**config.mk**
```make
export PLATFORM = sky130hd
export DESIGN_NAME = nexus_nonce_collector
export DESIGN_NICKNAME = d
export VERILOG_FILES = /design/src/rtl/nexus_pkg.sv /design/src/rtl/nexus_nonce_fifo.sv /design/src/rtl/nexus_nonce_collector.sv
export SDC_FILE = /design/constraint.sdc
export NUM_CORES = 1
export LEC_CHECK = 0
export CAP_MARGIN = 20
export CORE_ASPECT_RATIO = 0.9
export CORE_MARGIN = 2
export CORE_UTILIZATION = 62
export CTS_BUF_LIST = sky130_fd_sc_hd__clkbuf_16
export CTS_CLUSTER_SIZE = 14
export DETAILED_ROUTE_END_ITERATION = 8
export PLACE_DENSITY_LB_ADDON = 0.12
export RECOVER_POWER = 100
export SETUP_SLACK_MARGIN = 0.2
export SLEW_MARGIN = 20
export SYNTH_ARGS = -nofsm -noshare
export SYNTH_HDL_FRONTEND = slang
export SYNTH_SLANG_ARGS = --single-unit
```
**constraint.sdc**
```tcl
create_clock -name S_AXI_ACLK -period 15.7 [get_ports S_AXI_ACLK]
set_input_delay 3.14 -clock S_AXI_ACLK [delete_from_list [all_inputs] [get_ports S_AXI_ACLK]]
set_output_delay 3.14 -clock S_AXI_ACLK [all_outputs]
set_load 0.03 [all_outputs]
```
**src/rtl/nexus_pkg.sv**
```systemverilog
// Shared widths and helpers for the Nexus nonce collector.
package nexus_pkg;

  localparam int NONCE_W     = 64;
  localparam int DROP_CNT_W  = 16;
  localparam int FOUND_CNT_W = 32;

  typedef logic [NONCE_W-1:0] nonce_t;

  // Saturating add for the drop counter; several cores may drop in one cycle.
  function automatic logic [DROP_CNT_W-1:0] sat_add_drop(
    input logic [DROP_CNT_W-1:0] cnt,
    input int unsigned           inc
  );
    logic [DROP_CNT_W:0] sum;
    sum = {1'b0, cnt} + (DROP_CNT_W+1)'(inc);
    return sum[DROP_CNT_W] ? '1 : sum[DROP_CNT_W-1:0];
  endfunction

endpackage

```
**src/rtl/nexus_nonce_fifo.sv**
```systemverilog
// Synchronous circular-buffer FIFO; extra pointer MSB separates full from empty.
module nexus_nonce_fifo #(
  parameter int DEPTH = 8,
  parameter int WIDTH = 64
) (
  input  logic                     clk_i,
  input  logic                     rst_ni,
  input  logic                     flush_i,
  input  logic                     push_i,
  input  logic [WIDTH-1:0]         din_i,
  input  logic                     pop_i,
  output logic [WIDTH-1:0]         dout_o,
  output logic [$clog2(DEPTH):0]   level_o,
  output logic                     full_o,
  output logic                     empty_o
);
  localparam int AW = $clog2(DEPTH);

  logic [AW:0]      wr_q, rd_q;
  logic [WIDTH-1:0] mem_q [DEPTH];
  logic             do_push, do_pop;

  assign full_o  = (wr_q[AW] != rd_q[AW]) && (wr_q[AW-1:0] == rd_q[AW-1:0]);
  assign empty_o = (wr_q == rd_q);
  assign level_o = wr_q - rd_q;
  assign dout_o  = mem_q[rd_q[AW-1:0]];
  assign do_push = push_i && !full_o && !flush_i;
  assign do_pop  = pop_i && !empty_o && !flush_i;

  // Pointer update; flush empties the buffer without touching storage.
  always_ff @(posedge clk_i or negedge rst_ni) begin
    if (!rst_ni) begin
      wr_q <= '0;
      rd_q <= '0;
    end else if (flush_i) begin
      wr_q <= '0;
      rd_q <= '0;
    end else begin
      if (do_push) wr_q <= wr_q + (AW+1)'(1);
      if (do_pop)  rd_q <= rd_q + (AW+1)'(1);
    end
  end

  // Storage array; contents are don't-care until written.
  always_ff @(posedge clk_i) begin
    if (do_push) mem_q[wr_q[AW-1:0]] <= din_i;
  end

endmodule

```
**src/rtl/nexus_nonce_collector.sv**
```systemverilog
// Gathers per-core nonce hits, arbitrates them round-robin into a FIFO and
// emits rate-limited GoodNonceFound strobes toward the miner register block.
module nexus_nonce_collector
  import nexus_pkg::*;
#(
  parameter int NCORES = 2,
  parameter int DEPTH  = 8,
  parameter int GAP    = 4
) (
  input  logic                       S_AXI_ACLK,
  input  logic                       S_AXI_ARESETN,
  input  logic                       nHashRst,
  input  logic [NCORES-1:0]          i_found,
  input  logic [NONCE_W*NCORES-1:0]  i_nonce,
  output logic                       o_good_nonce_found,
  output logic [NONCE_W-1:0]         o_nonce_out,
  output logic [$clog2(DEPTH):0]     o_fifo_level,
  output logic [DROP_CNT_W-1:0]      o_drop_count,
  output logic [FOUND_CNT_W-1:0]     o_found_count
);
  localparam int         IW    = (NCORES > 1) ? $clog2(NCORES) : 1;
  localparam logic [7:0] GAP_L = 8'(GAP);

  logic [NCORES-1:0][NONCE_W-1:0] pend_q, pend_d;
  logic [NCORES-1:0]              pend_v_q, pend_v_d;
  logic [NCORES-1:0]              gnt_oh, drop;
  logic [IW-1:0]                  rr_ptr_q, rr_ptr_d, gnt_idx;
  logic                           gnt_v, flush, pop;
  logic                           fifo_full, fifo_empty;
  nonce_t                         fifo_head;
  logic [7:0]                     gap_q;

  assign flush = !nHashRst;
  assign pop   = !fifo_empty && (gap_q == 8'd0) && !flush;

  // Round-robin pick starting at rr_ptr; nothing is granted into a full FIFO.
  always_comb begin
    int c;
    gnt_v   = 1'b0;
    gnt_idx = '0;
    c       = 0;
    for (int i = 0; i < NCORES; i++) begin
      c = (int'(rr_ptr_q) + i) % NCORES;
      if (!gnt_v && pend_v_q[IW'(c)] && !fifo_full && !flush) begin
        gnt_v   = 1'b1;
        gnt_idx = IW'(c);
      end
    end
  end

  // Pointer moves past the core just served.
  always_comb begin
    rr_ptr_d = rr_ptr_q;
    if (gnt_v) rr_ptr_d = (int'(gnt_idx) == NCORES-1) ? '0 : gnt_idx + IW'(1);
  end

  // Per-core one-deep capture; a granted slot can be refilled in the same cycle.
  always_comb begin
    pend_d   = pend_q;
    pend_v_d = pend_v_q;
    gnt_oh   = '0;
    drop     = '0;
    for (int k = 0; k < NCORES; k++) begin
      gnt_oh[k] = gnt_v && (gnt_idx == IW'(k));
      if (flush) begin
        pend_v_d[k] = 1'b0;
      end else if (i_found[k] && (!pend_v_q[k] || gnt_oh[k])) begin
        pend_d[k]   = i_nonce[k*NONCE_W +: NONCE_W];
        pend_v_d[k] = 1'b1;
      end else begin
        if (gnt_oh[k]) pend_v_d[k] = 1'b0;
        drop[k] = i_found[k] && pend_v_q[k];
      end
    end
  end

  // Pending registers and arbiter pointer.
  always_ff @(posedge S_AXI_ACLK or negedge S_AXI_ARESETN) begin
    if (!S_AXI_ARESETN) begin
      pend_q   <= '0;
      pend_v_q <= '0;
      rr_ptr_q <= '0;
    end else begin
      pend_q   <= pend_d;
      pend_v_q <= pend_v_d;
      rr_ptr_q <= rr_ptr_d;
    end
  end

  nexus_nonce_fifo #(.DEPTH(DEPTH), .WIDTH(NONCE_W)) u_fifo (
    .clk_i   (S_AXI_ACLK),
    .rst_ni  (S_AXI_ARESETN),
    .flush_i (flush),
    .push_i  (gnt_v),
    .din_i   (pend_q[gnt_idx]),
    .pop_i   (pop),
    .dout_o  (fifo_head),
    .level_o (o_fifo_level),
    .full_o  (fifo_full),
    .empty_o (fifo_empty)
  );

  // Output strobe, held nonce, counters and inter-strobe gap timer.
  always_ff @(posedge S_AXI_ACLK or negedge S_AXI_ARESETN) begin
    if (!S_AXI_ARESETN) begin
      o_good_nonce_found <= 1'b0;
      o_nonce_out        <= '0;
      o_found_count      <= '0;
      o_drop_count       <= '0;
      gap_q              <= '0;
    end else if (flush) begin
      o_good_nonce_found <= 1'b0;
      gap_q              <= '0;
    end else begin
      o_good_nonce_found <= pop;
      o_drop_count       <= sat_add_drop(o_drop_count, $countones(drop));
      if (pop) begin
        o_nonce_out   <= fifo_head;
        o_found_count <= o_found_count + FOUND_CNT_W'(1);
        gap_q         <= GAP_L;
      end else if (gap_q != 8'd0) begin
        gap_q <= gap_q - 8'd1;
      end
    end
  end

endmodule
```
==> qor.yml <==
synth_top_cell_area_share_pct: 50.51
cts_root_buf: "clkbuf_16"
holdBufCountCts: 0
synth-main-ff-cell: "edfxtp_1"
yosysUniqueCellTypes: 48
clk_pin_slew_worst_paths_ns: 0.06
synth_area_leader_cell: "edfxtp_1"
drv_cap: 28
crit_fanout: 49
ios: 250
netlist_area_um2: 30440
async_flop_share_pct: 33.68
synthesis.nets: 1798
yosys_warnings: 0
start_util_pct: 62.31
syn_to_final_growth_pct: 17.47
place_ws_ns: 9.124
p_per_area_nw_per_um2: 152.0
syn_area_per_cell_um2: 18.39
cts.sinks: 772
setup_ws_ns: 6.388
place.gp.congestion: 0.7931
fmax_mhz: 107.4
synthCells: 1655
dieArea_um2: 50880
period_minus_slack_ns: 9.312
start_kind: "primary input"
grt_pass1_vias: 16859
synthMostInstantiatedCell: "edfxtp_1"
wirelength_um: 61290
synthTopCellsByArea: "edfxtp_1 (51%), dfrtp_1 (21%), mux4_2 (9.5%)"
timing.slew.headroom_pct: -212.0
cts_buffer_depth: 3
fin_skew_ns: 0.02052
numCtsBuffers: 76
period_share_pct: 59.31
grt_max_degree: 98
finalSetupTns_ns: 0
worstPathArrival_ns: 9.43
cts_tree: "built"
rsz0062_at_grt: "no"
synth_common_cells: "edfxtp_1 (512), dfrtp_1 (260), mux2_2 (196)"
ys_seq_area_share_pct: 71.89
irDropWorstVdd_v: 0.00009702
clkLatencyLatePin_ns: 0.61
antenna_found_initial: 1
detail_route.wl_per_cell_um: 23.47
fp.coreArea_um2: 48850
diodes: 0
vias: 15711
num_rows: 77
layout.nets: 2064
port_buffers: 249
synth_enable_flop_cells: 512
overflow: 0
leakage_nw: 13.43
ctsResizeCount: 0
violations: "max-capacitance violations, max-slew violations"
finalSetupViolCount: 0
hold_path_class: "reg2reg"
synth_seq_cells: 772
drt-initial-drc-count: 1241
drc: 0
first_pass_iters: 6
whs_ns: 0.4709
required_ns: 15.81
outcome: "finished, violations left"
hpwlAfterDp_um: 34670
drv_slew: 1166
finalHoldViolations: 0
antenna_left: 0
post_cts_buffers: 0
die_h_um: 214.2
worst_setup_path_end_kind: "flip-flop"
grt_use_total_pct: 25.00
worst_pin_slew_ns: 4.680
dieWidth_um: 237.6
fill_cells: 2947
final_layout_size_suffix_gt1_share_pct: 18.94
via_per_inst: 6.015
crit_type: "in2reg"
grt_pass1_wl_um: 96680
h-tree-depth: 3
## kinds of logic (layout without fill, tap and decap cells)
kind of cell | Yosys count | after routing | share of synthesized area [%]
compound gates | 97 | 97 | 1.846
xor+xnor | 52 | 52 | 1.521
fa+ha+maj | 10 | 10 | 0.4604
buf+inv | 104 | 429 | 1.426
flops | 772 | 772 | 71.89
mux | 390 | 390 | 18.89
simple gates | 230 | 230 | 3.963
## final cells by class
| cell class | instances | area [µm²] | area share, % |
|---|---|---|---|
| flip-flops and latches | 772 | 21880 | 61.21 |
| multi-input cells | 779 | 8088 | 22.62 |
| repair buffers | 274 | 2599 | 7.268 |
| clock buffers | 79 | 1977 | 5.529 |
| well taps | 632 | 790.8 | 2.212 |
| clock inverters | 58 | 346.6 | 0.9693 |
| inverters | 18 | 70.07 | 0.1960 |
## final timing paths
path                                                  start                       endpoint  slack, ns  depth (start not counted)
worst max-delay path                               nHashRst  u_fifo.mem_q[7][39]$_DFFE_PP_       6.39                          6
worst max register to register   u_fifo.rd_q[0]$_DFFE_PN0P_  u_fifo.mem_q[7][44]$_DFFE_PP_       7.00                          5
max in group asynchronous                     S_AXI_ARESETN         pend_q[39]$_DFFE_PN0P_       7.42                          2
worst min register to register  o_nonce_out[14]$_DFFE_PN0P_    o_nonce_out[14]$_DFFE_PN0P_       0.47                          2
min in group asynchronous                     S_AXI_ARESETN   o_drop_count[12]$_DFFE_PN0P_       3.53                          1
worst min-delay path            o_nonce_out[14]$_DFFE_PN0P_    o_nonce_out[14]$_DFFE_PN0P_       0.47                          2
## where the power goes
part	internal [W]	switching (W)	total [W]
combinational	0.000489	0.000614	0.00110
sequential	0.00249	0.000146	0.00264
clock	0.000959	0.000737	0.00170
## layout by cell type, fill, tap and decap left out, drive strengths merged, types with 17 or more instances in the layout
| master | count |
|---|---|
| clkbuf | 101 |
| clkdlybuf4s50 | 131 |
| clkinv | 22 |
| dfrtp | 260 |
| dlygate4sd3 | 117 |
| edfxtp | 512 |
| inv | 48 |
| mux2 | 196 |
| mux2i | 66 |
| mux4 | 128 |
| nand2 | 93 |
| nand3 | 22 |
| nand4 | 18 |
| nor2 | 17 |
| nor4 | 17 |
| o21ai | 68 |
| xnor2 | 22 |
| xor2 | 30 |
## stage by stage
stage	cell area [µm²]	utilization (%)	power, W	std cells
final	35760	73.20	0.005434	2612
after global routing	35760	73.20	0.005672	2612
after CTS	35960	73.62	0.005531	2611
after detailed placement	33640	68.86	0.003829	2474
after global placement	33640	68.86	0.003787	2474
after floorplan	30440	-	0.003396	1655
## registers in the layout, summed over array words and instances (netlist names)
name	count
gap_q	8
o_drop_count	16
rr_ptr_q	1
u_fifo.rd_q	4
u_fifo.wr_q	4
o_found_count	32
pend_q	128
o_nonce_out	64
u_fifo.mem_q	512
pend_v_q	2
o_good_nonce_found	1
## metal layers
metal,part of all wire [%],vias up,wire (µm),GRT usage (%)
met1,43,8222,26560,35.82
li1,-,6949,-,-
met5,0,-,0,0
met2,50,453,30510,41.02
met3,5.0,87,3061,4.158
met4,1.9,0,1163,6.059
## critical path, stage by stage
cell,delay [ns]
dlygate4sd3_1,0.52
clkbuf_1,0.88
o211ai_1,0.31
or2_0,0.36
nor2_1,1.32
clkbuf_1,2.83
(Power assumes the default switching activity.)
